$ cat config.mk
export PLATFORM = sky130hd
export DESIGN_NAME = prog_loader
export DESIGN_NICKNAME = d
export VERILOG_FILES = /design/src/rtl/prog_loader_pkg.sv /design/src/rtl/prog_loader_cmd_packer.sv /design/src/rtl/prog_loader.sv
export SDC_FILE = /design/constraint.sdc
export NUM_CORES = 1
export LEC_CHECK = 0
export CORE_UTILIZATION = 65
export CTS_CLUSTER_SIZE = 14
export DETAILED_ROUTE_END_ITERATION = 12
export PLACE_DENSITY = 0.82
export SYNTH_ARGS = -nofsm -noshare
export SYNTH_HDL_FRONTEND = slang
export SYNTH_SLANG_ARGS = --single-unit
$ cat constraint.sdc
create_clock -name clk -period 6.3 [get_ports clk]
set_clock_uncertainty 0.1 [all_clocks]
set_input_delay 1.26 -clock clk [delete_from_list [all_inputs] [get_ports clk]]
set_output_delay 1.26 -clock clk [all_outputs]
set_load 0.005 [all_outputs]
$ cat src/rtl/prog_loader_pkg.sv
// Shared sizes, FSM state encoding and NOP constant for the runtime program loader.
package prog_loader_pkg;

  localparam int CMD_SIZE       = 19;
  localparam int PROG_SIZE      = 32;
  localparam int PROG_ADDR_SIZE = $clog2(PROG_SIZE);
  localparam int BYTE_SIZE      = 8;

  localparam logic [2:0] S_IDLE  = 3'd0;
  localparam logic [2:0] S_LOAD  = 3'd1;
  localparam logic [2:0] S_CHECK = 3'd2;
  localparam logic [2:0] S_RUN   = 3'd3;
  localparam logic [2:0] S_ERROR = 3'd4;

  localparam logic [CMD_SIZE-1:0] NOP_CMD = '0;

endpackage

$ cat src/rtl/prog_loader_cmd_packer.sv
// Assembles three stream bytes (MSB first) into one command word.
// Also flags a header byte whose unused upper bits are set.
module cmd_packer
  import prog_loader_pkg::*;
(
  input  logic                 clk,
  input  logic                 reset,
  input  logic                 start,
  input  logic                 accept,
  input  logic [BYTE_SIZE-1:0] data,
  output logic                 word_valid,
  output logic [CMD_SIZE-1:0]  word,
  output logic                 hdr_err
);

  logic [1:0]           phase;
  logic [2:0]           hi;
  logic [BYTE_SIZE-1:0] mid;

  always_ff @(posedge clk) begin
    if (!reset) begin
      phase <= 2'd0;
      hi    <= '0;
      mid   <= '0;
    end else if (start) begin
      phase <= 2'd0;
    end else if (accept) begin
      case (phase)
        2'd0: begin
          hi    <= data[2:0];
          phase <= 2'd1;
        end
        2'd1: begin
          mid   <= data;
          phase <= 2'd2;
        end
        default: phase <= 2'd0;
      endcase
    end
  end

  // The third byte completes the word in the same cycle it is accepted.
  assign word_valid = accept && (phase == 2'd2);
  assign word       = {hi, mid, data};
  assign hdr_err    = accept && (phase == 2'd0) && (data[7:3] != 5'd0);

endmodule

$ cat src/rtl/prog_loader.sv
// Byte-stream program loader: fills program memory, verifies an XOR checksum, releases the CPU.
// Optional inter-byte timeout enabled by defining PROG_LOADER_TIMEOUT_EN.
module prog_loader
  import prog_loader_pkg::*;
#(
  parameter int TIMEOUT_CYCLES = 1000
)
(
  input  logic                      clk,
  input  logic                      reset,
  input  logic [BYTE_SIZE-1:0]      in_data,
  input  logic                      in_valid,
  output logic                      in_ready,
  input  logic [PROG_ADDR_SIZE-1:0] fetch_addr,
  output logic [CMD_SIZE-1:0]       fetch_cmd,
  output logic                      cpu_reset,
  output logic                      load_done,
  output logic                      load_err
);

  logic [2:0]                state;
  logic [2:0]                next_state;
  logic [PROG_ADDR_SIZE:0]   count;
  logic [PROG_ADDR_SIZE:0]   wr_ptr;
  logic [BYTE_SIZE-1:0]      checksum;
  logic [CMD_SIZE-1:0]       mem [PROG_SIZE];
  logic                      accept;
  logic                      load_accept;
  logic                      word_valid;
  logic [CMD_SIZE-1:0]       word;
  logic                      hdr_err;
  logic                      mem_we;
  logic                      timed_out;

  assign in_ready    = (state == S_IDLE) || (state == S_LOAD) || (state == S_CHECK);
  assign accept      = in_valid && in_ready;
  assign load_accept = accept && (state == S_LOAD);
  assign mem_we      = reset && load_accept && word_valid;

  cmd_packer u_packer (
    .clk        (clk),
    .reset      (reset),
    .start      (state == S_IDLE),
    .accept     (load_accept),
    .data       (in_data),
    .word_valid (word_valid),
    .word       (word),
    .hdr_err    (hdr_err)
  );

`ifdef PROG_LOADER_TIMEOUT_EN
  logic [31:0] timer;

  // Counts idle cycles while a frame is open; any accept or fresh entry restarts it.
  always_ff @(posedge clk) begin
    if (!reset || accept || !((state == S_LOAD) || (state == S_CHECK))) begin
      timer <= '0;
    end else begin
      timer <= timer + 32'd1;
    end
  end

  assign timed_out = ((state == S_LOAD) || (state == S_CHECK)) && !accept &&
                     (timer + 32'd1 >= 32'(TIMEOUT_CYCLES));
`else
  assign timed_out = 1'b0;
`endif

  always_comb begin
    next_state = state;
    if (timed_out) begin
      next_state = S_ERROR;
    end else if (accept) begin
      case (state)
        S_IDLE: begin
          if ((in_data == '0) || (in_data > BYTE_SIZE'(PROG_SIZE))) next_state = S_ERROR;
          else next_state = S_LOAD;
        end
        S_LOAD: begin
          if (hdr_err) next_state = S_ERROR;
          else if (word_valid && ((wr_ptr + 1'b1) == count)) next_state = S_CHECK;
        end
        S_CHECK: next_state = (in_data == checksum) ? S_RUN : S_ERROR;
        default: next_state = state;
      endcase
    end
  end

  always_ff @(posedge clk) begin
    if (!reset) begin
      state     <= S_IDLE;
      count     <= '0;
      wr_ptr    <= '0;
      checksum  <= '0;
      cpu_reset <= 1'b1;
      load_done <= 1'b0;
      load_err  <= 1'b0;
    end else begin
      state     <= next_state;
      cpu_reset <= (next_state != S_RUN);
      load_done <= (next_state == S_RUN);
      load_err  <= (next_state == S_ERROR);
      if (accept && (state == S_IDLE)) begin
        count    <= in_data[PROG_ADDR_SIZE:0];
        wr_ptr   <= '0;
        checksum <= '0;
      end else if (load_accept) begin
        checksum <= checksum ^ in_data;
        if (word_valid) wr_ptr <= wr_ptr + 1'b1;
      end
    end
  end

  // Memory is deliberately left uncleared by reset; stale words are hidden by the count check.
  always_ff @(posedge clk) begin
    if (mem_we) mem[wr_ptr[PROG_ADDR_SIZE-1:0]] <= word;
  end

  assign fetch_cmd = ((state == S_RUN) && ({1'b0, fetch_addr} < count)) ? mem[fetch_addr] : NOP_CMD;

endmodule

Word level (Yosys, flattened, before mapping)
Memory sizes are Yosys's and may differ from the RTL's.
Cells that the tools add are included.
{"block": "word_totals", "mem_count": 1, "register_bits": 39, "input_bits": 16, "ram_bits": 608}
{"name": "mem", "depth": 32, "word_bits": 19, "rd": 1, "rd_clocked_by_memory_dff": 0, "wr": 1, "line": "prog_loader.sv:26", "text": "logic [CMD_SIZE-1:0] mem [PROG_SIZE];"}
{"block": "op_classes", "mux": 10, "bitwise_logic": 3, "n_eq_ne": 10, "add_sub_neg": 1, "order_cmp": 2, "reduce_logical": 22}
{"operator": "$mux 19", "n": 1}
{"operator": "$mux 3", "n": 5}
{"operator": "$logic_and 1x1->1", "n": 10}
{"operator": "$eq 3x2->1 const B", "n": 3}
{"operator": "$pmux 3 s3", "n": 1}
{"operator": "$eq 8x8->1", "n": 1}
{"operator": "$gt 8x6->1 const B", "n": 1}
{"operator": "$logic_not 8->1", "n": 1}
{"operator": "$xor 8x8->8", "n": 1}
{"operator": "$add 6x1->6 const B", "n": 1}
{"operator": "$eq 6x6->1", "n": 1}
{"operator": "$lt 5x6->1", "n": 1}
{"operator": "$reduce_and 3->1", "n": 2}
{"operator": "$reduce_bool 5->1", "n": 1}
{"operator": "$pmux 2 s2", "n": 1}
{"operator": "$reduce_or 2->1", "n": 2}
{"operator": "$eq 3x1->1 const B", "n": 1}
{"operator": "$eq 3x3->1 const B", "n": 1}
{"operator": "$logic_not 3->1", "n": 1}
{"operator": "$logic_or 1x1->1", "n": 3}
{"operator": "$ne 3x2->1 const B", "n": 1}
{"operator": "$eq 2x1->1 const B", "n": 1}
{"operator": "$eq 2x2->1 const B", "n": 1}
{"operator": "$logic_not 2->1", "n": 1}
{"operator": "other kinds (3)", "n": 5}

Depth between registers and ports, before layout
Gate-level depths: netlist (run 1).
{"block": "depth", "depth_word": 12, "depth_mapped": 9, "ltp_nobuf": 7}

By module
A second synthesis (run 1) with hierarchy kept.
{"block": "hier_totals", "cells_unflattened": 1341, "hier_area_um2": 25720.9}
{"mod": "prog_loader", "instances": 1, "seq_area_each_um2": 18778.0, "cells_each": 1274, "area_per_inst_um2": 25091.6}
{"mod": "cmd_packer", "instances": 1, "seq_area_each_um2": 260.2, "cells_each": 67, "area_per_inst_um2": 629.4}

Least setup slack after synthesis (run 1)
OpenSTA, ideal clock, no wires.
{"block": "synth_timing", "path_type": "input port to output port", "startpoint": "input port fetch_addr[1]", "endpoint": "output port fetch_cmd[10]", "required_ns": 4.940, "arrival_ns": 2.767, "setup_slack_ns": 2.173, "path_stages": 6, "cell_sequence": "buf_1 mux4_2 a22oi_1 nand2_1 a21oi_1 nor2_1"}
{"block": "synth_between", "elab_chain_len": 3, "word_cells_on_any_way": 4, "classes_between": "1 x order compare; 1 x mux; 1 x reduce/logical; 1 x memory"}
{"element": "start, declared", "line": "prog_loader.sv:14", "text": "input logic [PROG_ADDR_SIZE-1:0] fetch_addr,"}
{"element": "branches (longest 2 deep; another with $mem_v2 32x19)"}
{"element": "$mux 19 (*)", "line": "prog_loader.sv:119", "text": "assign fetch_cmd = ((state == S_RUN) && ({1'b0, fetch_addr} < count)) ? mem[fetch_addr] : NOP_CMD;"}
{"element": "end, declared", "line": "prog_loader.sv:15", "text": "output logic [CMD_SIZE-1:0] fetch_cmd,"}
Mark *: on every way between the ends.

Final worst setup path (run 1)
{"block": "layout_timing", "startpoint": "input port fetch_addr[3]", "endpoint": "output port fetch_cmd[16]"}
The elaborated chain is that of the path after synthesis.

==> results of run 1 <==
cells by family (layout without fill, tap and decap cells):
logic type	count (synthesis)	after routing	synth area share [%]
and+or+nand+nor	186	186	3.502
adders and majority gates	8	8	0.3985
muxes	169	169	14.35
AOI/OAI and AO/OA	134	134	3.656
DFF	647	647	75.79
xor gates and xnor gates	28	28	0.9762
buffers and inverters	74	214	1.325
Yosys cell counts, types with 2 or more instances:
master    instances  share of area, %
or3_1             3             0.075
or3b_2            2             0.070
nand4_1           4              0.10
a21oi_1          40              0.80
nand2_1          46              0.69
ha_1              8              0.40
nor2b_1          17              0.42
and2_1            3             0.075
buf_2            25              0.50
clkbuf_1         35              0.52
mux2i_1          16              0.64
a22oi_1          72               2.2
nand2b_1          3             0.075
inv_1             6             0.090
nand3b_1          3             0.090
xnor2_1          16              0.56
mux4_2          153                14
dfxtp_1          39               3.1
a21o_1            3             0.090
xor2_1           12              0.42
buf_1             5             0.075
a21boi_0          6              0.18
nor2_1           77               1.2
a31oi_1           2             0.050
nand3_1          14              0.28
nor3_1            4             0.080
edfxtp_1        608                73
final cells by class:
| cell class | instances | area [sq um] |
|---|---|---|
| Clock buffer | 81 | 1623 |
| Clock inverter | 30 | 281.5 |
| Fill cell | 2033 | 9544 |
| Inverter | 6 | 22.52 |
| Multi-Input combinational cell | 525 | 5838 |
| Sequential cell | 647 | 19040 |
| Tap cell | 511 | 639.4 |
| Timing Repair Buffer | 97 | 857.1 |
layout by cell type (no fill, tap or decap), drive strengths merged, types with 3 or more instances in the layout:
| cell | n |
|---|---|
| mux4 | 153 |
| and2 | 4 |
| a22oi | 72 |
| inv | 7 |
| edfxtp | 608 |
| or3 | 4 |
| dfxtp | 39 |
| a21o | 3 |
| bufinv | 5 |
| clkdlybuf4s50 | 35 |
| or3b | 3 |
| clkbuf | 81 |
| clkinvlp | 3 |
| xor2 | 12 |
| nand2 | 46 |
| nor2b | 17 |
| nand4 | 4 |
| nor2 | 77 |
| clkinv | 21 |
| nor3 | 4 |
| xnor2 | 16 |
| buf | 62 |
| a21oi | 41 |
| ha | 8 |
| nand2b | 3 |
| nand3b | 3 |
| nand3 | 14 |
| mux2i | 16 |
| a21boi | 6 |
routing by layer:
layer	up-vias	routed length [microns]	GRT usage (%)
met5	-	0	0
met4	0	2065	11.99
li1	5278	-	-
met1	6616	20570	39.68
met2	822	30430	52.97
met3	128	5554	6.511
registers in the layout, indices dropped and copies added, names as in the netlist:
signal          flops
u_packer.phase      2
state               3
u_packer.hi         3
load_err            1
u_packer.mid        8
checksum            8
wr_ptr              6
cpu_reset           1
count               6
load_done           1
mem               608
path summary, 6_finish.rpt:
kind	start	end	slack [ns]	cells after the start
hold / removal	u_packer.phase[0]	u_packer.phase[0]	0.39	2
hold reg to reg	u_packer.phase[0]	u_packer.phase[0]	0.39	2
setup / recovery	fetch_addr[3]	fetch_cmd[16]	0.61	6
setup reg to reg	state[0]	mem[5][10]	3.16	6
metrics by stage:
step	setup WS [ns]	hold slack (ns)
2_1_floorplan	2.173	0.3566
3_3_place_gp	0.8260	0.3658
3_5_place_dp	0.7216	0.3755
4_1_cts	0.6572	0.3844
5_1_grt	0.5129	0.4157
6_report	0.6076	0.3892
critical path, cell delays in order:
cell	delay, ns
clkdlybuf4s50_1	0.74
ha_1	0.47
a211oi_1	0.10
o31ai_4	0.94
nor2_1	0.28
clkdlybuf4s50_1	0.53
power by group through the flow:
stage | registers (uW) | clock network, uW | logic [uW]
floorplan | 4790 | 0 | 251
global placement | 4790 | 0 | 380
detailed placement | 4800 | 0 | 387
CTS | 4700 | 3560 | 394
global route | 4710 | 3710 | 419
finish | 4710 | 3530 | 395
==> metrics.md, run 1 <==
| Metric | Value |
|---|---|
| Status | `complete, no violations` |
| Critical path arrival | `4.33 ns` |
| Layout cells sized above 1 | `24.24%` |
| Layout Utilization | `74.78%` |
| Die area | `0.03944 sq mm` |
| Seq pwr share | `54.5%` |
| Final Non-Filler Cells | `1897` |
| Distinct cells, synth | `51` |
| Pin count of the biggest net entering global routing | `61` |
| DRT iter0 DRCs | `1480` |
| Num CTS Buffers | `61` |
| Root Driver | `clkbuf_16` |
| DIE HEIGHT | `198.6 microns` |
| Postcts setup bufs | `0` |
| Placed instance count | `1786` |
| Register area share after synthesis | `75.79%` |
| Combinational share of power | `4.6%` |
| Relative slew slack | `11.59%` |
| Clk pwr share | `40.9%` |
| Die width | `198.6 microns` |
| H-tree Lvls | `2` |
| Routability cong. | `0.7907` |
| HP Class | `reg2reg` |
| Slew Limit Fails | `0` |
| Cell leakage power | `0.008407 uW` |
| Residual DRC count | `0` |
| Vias in the first global route | `13320` |
| Max IR drop VDD | `0.2023 mV` |
| Placed Area | `0.02640 sq mm` |
| Via/cell ratio | `6.771` |
| Synthesized flop and latch total | `647` |
| First-pass GRT wire length | `85650 microns` |
| GRT overflow | `0` |
| Ant diodes | `0` |
| TritonRoute pass-1 iters | `5` |
| Antenna violations before repair | `1` |
| Hold Fails Final Rpt | `0` |
| Design Power | `8633 uW` |
| Max clock buf depth | `3` |
| Worst skew pair latency | `0.62 ns` |
| Synth Flop Type | `edfxtp_1` |
| Avg Synthesized Cell Area | `20.16 sq um` |
| Post_cts resized | `0` |
| Post-CTS Hold Buffers | `0` |
| Buffers on Ports | `38` |
| Syn_nets | `1270` |
| CTS tree | `yes` |
| Psw | `1784 uW` |
| Yosys warnings | `0` |
| Final setup TNS | `0 ns` |
| Period utilization | `90.36%` |
| Wirelength, routed | `58620 microns` |
| Starting Density | `66.38%` |
| GRT Total Usage | `31.12%` |
| CP Data Required Time | `4.94 ns` |
| Cell Area, Synth | `0.02512 sq mm` |
| Core ar. | `0.03784 sq mm` |
| Peak Freq | `0.1757 GHz` |
| Minimum clock period | `5.692 ns` |
| DP HPWL | `30960 microns` |
| Final ANT Viol Nets | `0` |
| Pint | `6849 uW` |
| CP Class | `in2out` |
| Routed vias | `12840` |
| # Max-Cap Violations | `0` |
| Clk sink count | `647` |
| Critical path peak fanout | `19` |
| Area Overhead vs Synth | `12.66%` |
| Post-route cell area | `0.02830 sq mm` |
| Unrepaired setup endpoints after global routing | `false` |
| Least-Margin Pin Slew | `1.324 ns` |
| Clk slew on worst S/H paths | `0.06 ns` |
| PD cells | `305.1 mW/mm^2` |
| Nets | `1362` |
| Cell row count | `71` |
| IO Pins | `39` |
| Synth Instances | `1246` |
| Final setup violation count | `0` |
| CP Capture Type | `output port` |
| Routed WL per cell | `30.90 microns` |
| Number of enable flip-flop cells after synthesis | `608` |
| Sw frac | `20.66%` |
| CP startpoint kind | `primary input` |
| Ys async rst share | `0%` |
Note: power is estimated with default switching activity, not from simulation.
==> inputs of run 2 (changes only) <==
- CAP_MARGIN: default -> 20
- GPL_ROUTABILITY_DRIVEN: default -> 0
- SLEW_MARGIN: default -> 20
==> run 2 against run 1 <==
Compared with the run above: combinational power barely moved; first-iteration DRC count fell by 4.9%; highest routed layer unchanged; sequential share of layout area about the same; die area is the same; global-route usage is the same; cell area hardly changed; largest power group unchanged; sequential power is essentially flat; critical path depth unchanged.
==> metrics.md, run 2 (synthesis gave the netlist of run 1 again) <==
| Metric | Value |
|---|---|
| Status | `complete, no violations (unchanged)` |
| CP Capture Type | `output port (unchanged)` |
| Fillers | `2025 (was 2033)` |
| Hold Fails Final Rpt | `0 (unchanged)` |
| Routing usage on met1 | `39.68% (unchanged)` |
| Cell row count | `71 (unchanged)` |
| Core ar. | `0.03784 sq mm (unchanged)` |
| Max reg flops | `608 (unchanged)` |
| Hold slack | `0.3915 ns (was 0.3892 ns)` |
| Design Power | `8629 uW (was 8633 uW)` |
| Num CTS Buffers | `61 (unchanged)` |
| Die width | `198.6 microns (unchanged)` |
| Die area | `0.03944 sq mm (unchanged)` |
| Buffers on Ports | `38 (unchanged)` |
| Final setup TNS | `0 ns (unchanged)` |
| Critical path peak fanout | `19 (unchanged)` |
| Clk slew on worst S/H paths | `0.06 ns (about the same)` |
| DP HPWL | `30960 microns (unchanged)` |
| Routed vias | `12850 (was 12840)` |
| Multi-input combinational cell area | `0.005838 sq mm (unchanged)` |
| Slew Limit Fails | `0 (unchanged)` |
| Layout cells sized above 1 | `24.96% (was 24.24%)` |
| Sw frac | `20.63% (was 20.66%)` |
| Period utilization | `91.00% (was 90.36%)` |
| First-pass GRT wire length | `85650 microns (unchanged)` |
| Final setup violation count | `0 (unchanged)` |
| Residual DRC count | `0 (unchanged)` |
| H-tree Lvls | `2 (unchanged)` |
| Psw | `1780 uW (was 1784 uW)` |
| DRT iter0 DRCs | `1407 (was 1480)` |
| Most frequent CP cell | `clkdlybuf4s50_1 (unchanged)` |
| Final ANT Viol Nets | `0 (unchanged)` |
| Combinational share of power | `4.6% (about the same)` |
| Antenna violations before repair | `1 (unchanged)` |
| Crit path cell chain | `clkdlybuf4s50_1, ha_1, a211oi_1, o31ai_4, nor2_1, clkdlybuf4s50_1 (unchanged)` |
| # Max-Cap Violations | `0 (unchanged)` |
| CP Class | `in2out (unchanged)` |
| Critical path arrival | `4.37 ns (was 4.33 ns)` |
| Most common cell after layout, fill and taps aside | `edfxtp_1 (unchanged)` |
| Reg2reg setup slack | `3.14 ns (was 3.16 ns)` |
| GRT overflow | `0 (unchanged)` |
| Nets | `1362 (unchanged)` |
| Worst Path Buf+Inv | `2 (unchanged)` |
| Postcts setup bufs | `0 (unchanged)` |
| Pint | `6849 uW (about the same)` |
| Vias in the first global route | `13320 (unchanged)` |
| Pin count of the biggest net entering global routing | `61 (unchanged)` |
| Max incr delay on CP | `0.96 ns (was 0.94 ns)` |
| IO Pins | `39 (unchanged)` |
| Max clock buf depth | `3 (unchanged)` |
| CTS tree | `yes (unchanged)` |
| Minimum clock period | `5.733 ns (was 5.692 ns)` |
| CP Data Required Time | `4.94 ns (about the same)` |
| Unrepaired setup endpoints after global routing | `false (unchanged)` |
| Seq pwr share | `54.5% (about the same)` |
| Cell leakage power | `0.008412 uW (was 0.008407 uW)` |
| Peak Freq | `0.1744 GHz (was 0.1757 GHz)` |
| GRT met2 Usage | `52.97% (unchanged)` |
| Most frequent cells in the layout | `edfxtp_1, mux4_2, a22oi_1 (unchanged)` |
| Routed WL per cell | `30.95 microns (was 30.90 microns)` |
| TritonRoute pass-1 iters | `8 (was 5)` |
| Post_cts resized | `0 (unchanged)` |
| GRT Total Usage | `31.12% (unchanged)` |
| HP Class | `reg2reg (unchanged)` |
| Via/cell ratio | `6.774 (was 6.771)` |
| Starting Density | `66.38% (unchanged)` |
| GRT busiest layer | `met2 (unchanged)` |
| CP startpoint kind | `primary input (unchanged)` |
| Least-Margin Pin Slew | `1.141 ns (was 1.324 ns)` |
| Post-CTS Hold Buffers | `0 (unchanged)` |
| Clk sink count | `647 (unchanged)` |
| Relative slew slack | `23.95% (was 11.59%)` |
| GR Util met3 | `6.511% (unchanged)` |
| Root Driver | `clkbuf_16 (unchanged)` |
| Register area | `0.01905 sq mm (was 0.01904 sq mm)` |
| Slowest CP cell | `o31ai_4 (unchanged)` |
| Wirelength, routed | `58720 microns (was 58620 microns)` |
| Layout Utilization | `74.81% (was 74.78%)` |
| Clk pwr share | `40.9% (about the same)` |
| Ant diodes | `0 (unchanged)` |
| Area Overhead vs Synth | `12.71% (was 12.66%)` |
| PD cells | `304.8 mW/mm^2 (was 305.1 mW/mm^2)` |
| DIE HEIGHT | `198.6 microns (unchanged)` |
| Worst skew pair latency | `0.61 ns (was 0.62 ns)` |
| Largest delay share family, worst path | `buffers and inverters (unchanged)` |
| Max IR drop VDD | `0.2018 mV (was 0.2023 mV)` |
## run 2: cell types whose count changed in the layout (fill, tap and decap cells not counted)
cell | previous run | this run
dfxtp_1 | 39 | 29
dfxtp_2 | 0 | 10
## run 2: worst paths after layout
kind                startpoint                 to  cells after the start
min reg2reg  u_packer.phase[0]  u_packer.phase[0]                      2
min          u_packer.phase[0]  u_packer.phase[0]                      2
max reg2reg           state[0]         mem[5][14]                      6
max              fetch_addr[3]      fetch_cmd[16]                      6
## run 2: stage by stage
step / instances / setup WS [ns] / instance area [sq um]
global placement: 1786 / 0.8260 / 26400
detailed placement: 1786 / 0.7216 / 26400
CTS: 1897 / 0.6572 / 28300
finish: 1897 / 0.5670 / 28310
global route: 1897 / 0.5129 / 28310
floorplan: 1246 / 2.173 / 25120
## run 2: layer usage
metal  wire length (microns)  vias up  part of all wire (%)
li1                        -     5281                     -
met1                   20330     6638                    35
met2                   30480      808                    52
met5                       0        -                     0
met4                    2060        0                   3.5
met3                    5844      123                    10
## run 2: tightest hold or removal path, cell delays in order, from the launching register on
cell and delay, ns:
dfxtp_1 0.33, nand2_1 0.06, a21oi_1 0.06
## run 2: layout make-up
class	count	share of cell area, %
clock buffer	81	5.732
tap	511	2.258
inverter	6	0.07955
multi-input combinational	525	20.62
sequential	647	67.29
timing repair buffer	97	3.027
clock inverter	30	0.9943
## run 2: power groups by stage
stage                     clock [uW]  combinational (uW)  sequential, uW
after floorplan                    0                 251            4790
after global placement             0                 380            4790
after detailed placement           0                 387            4800
after CTS                       3560                 394            4700
after global routing            3710                 419            4710
final                           3530                 395            4710
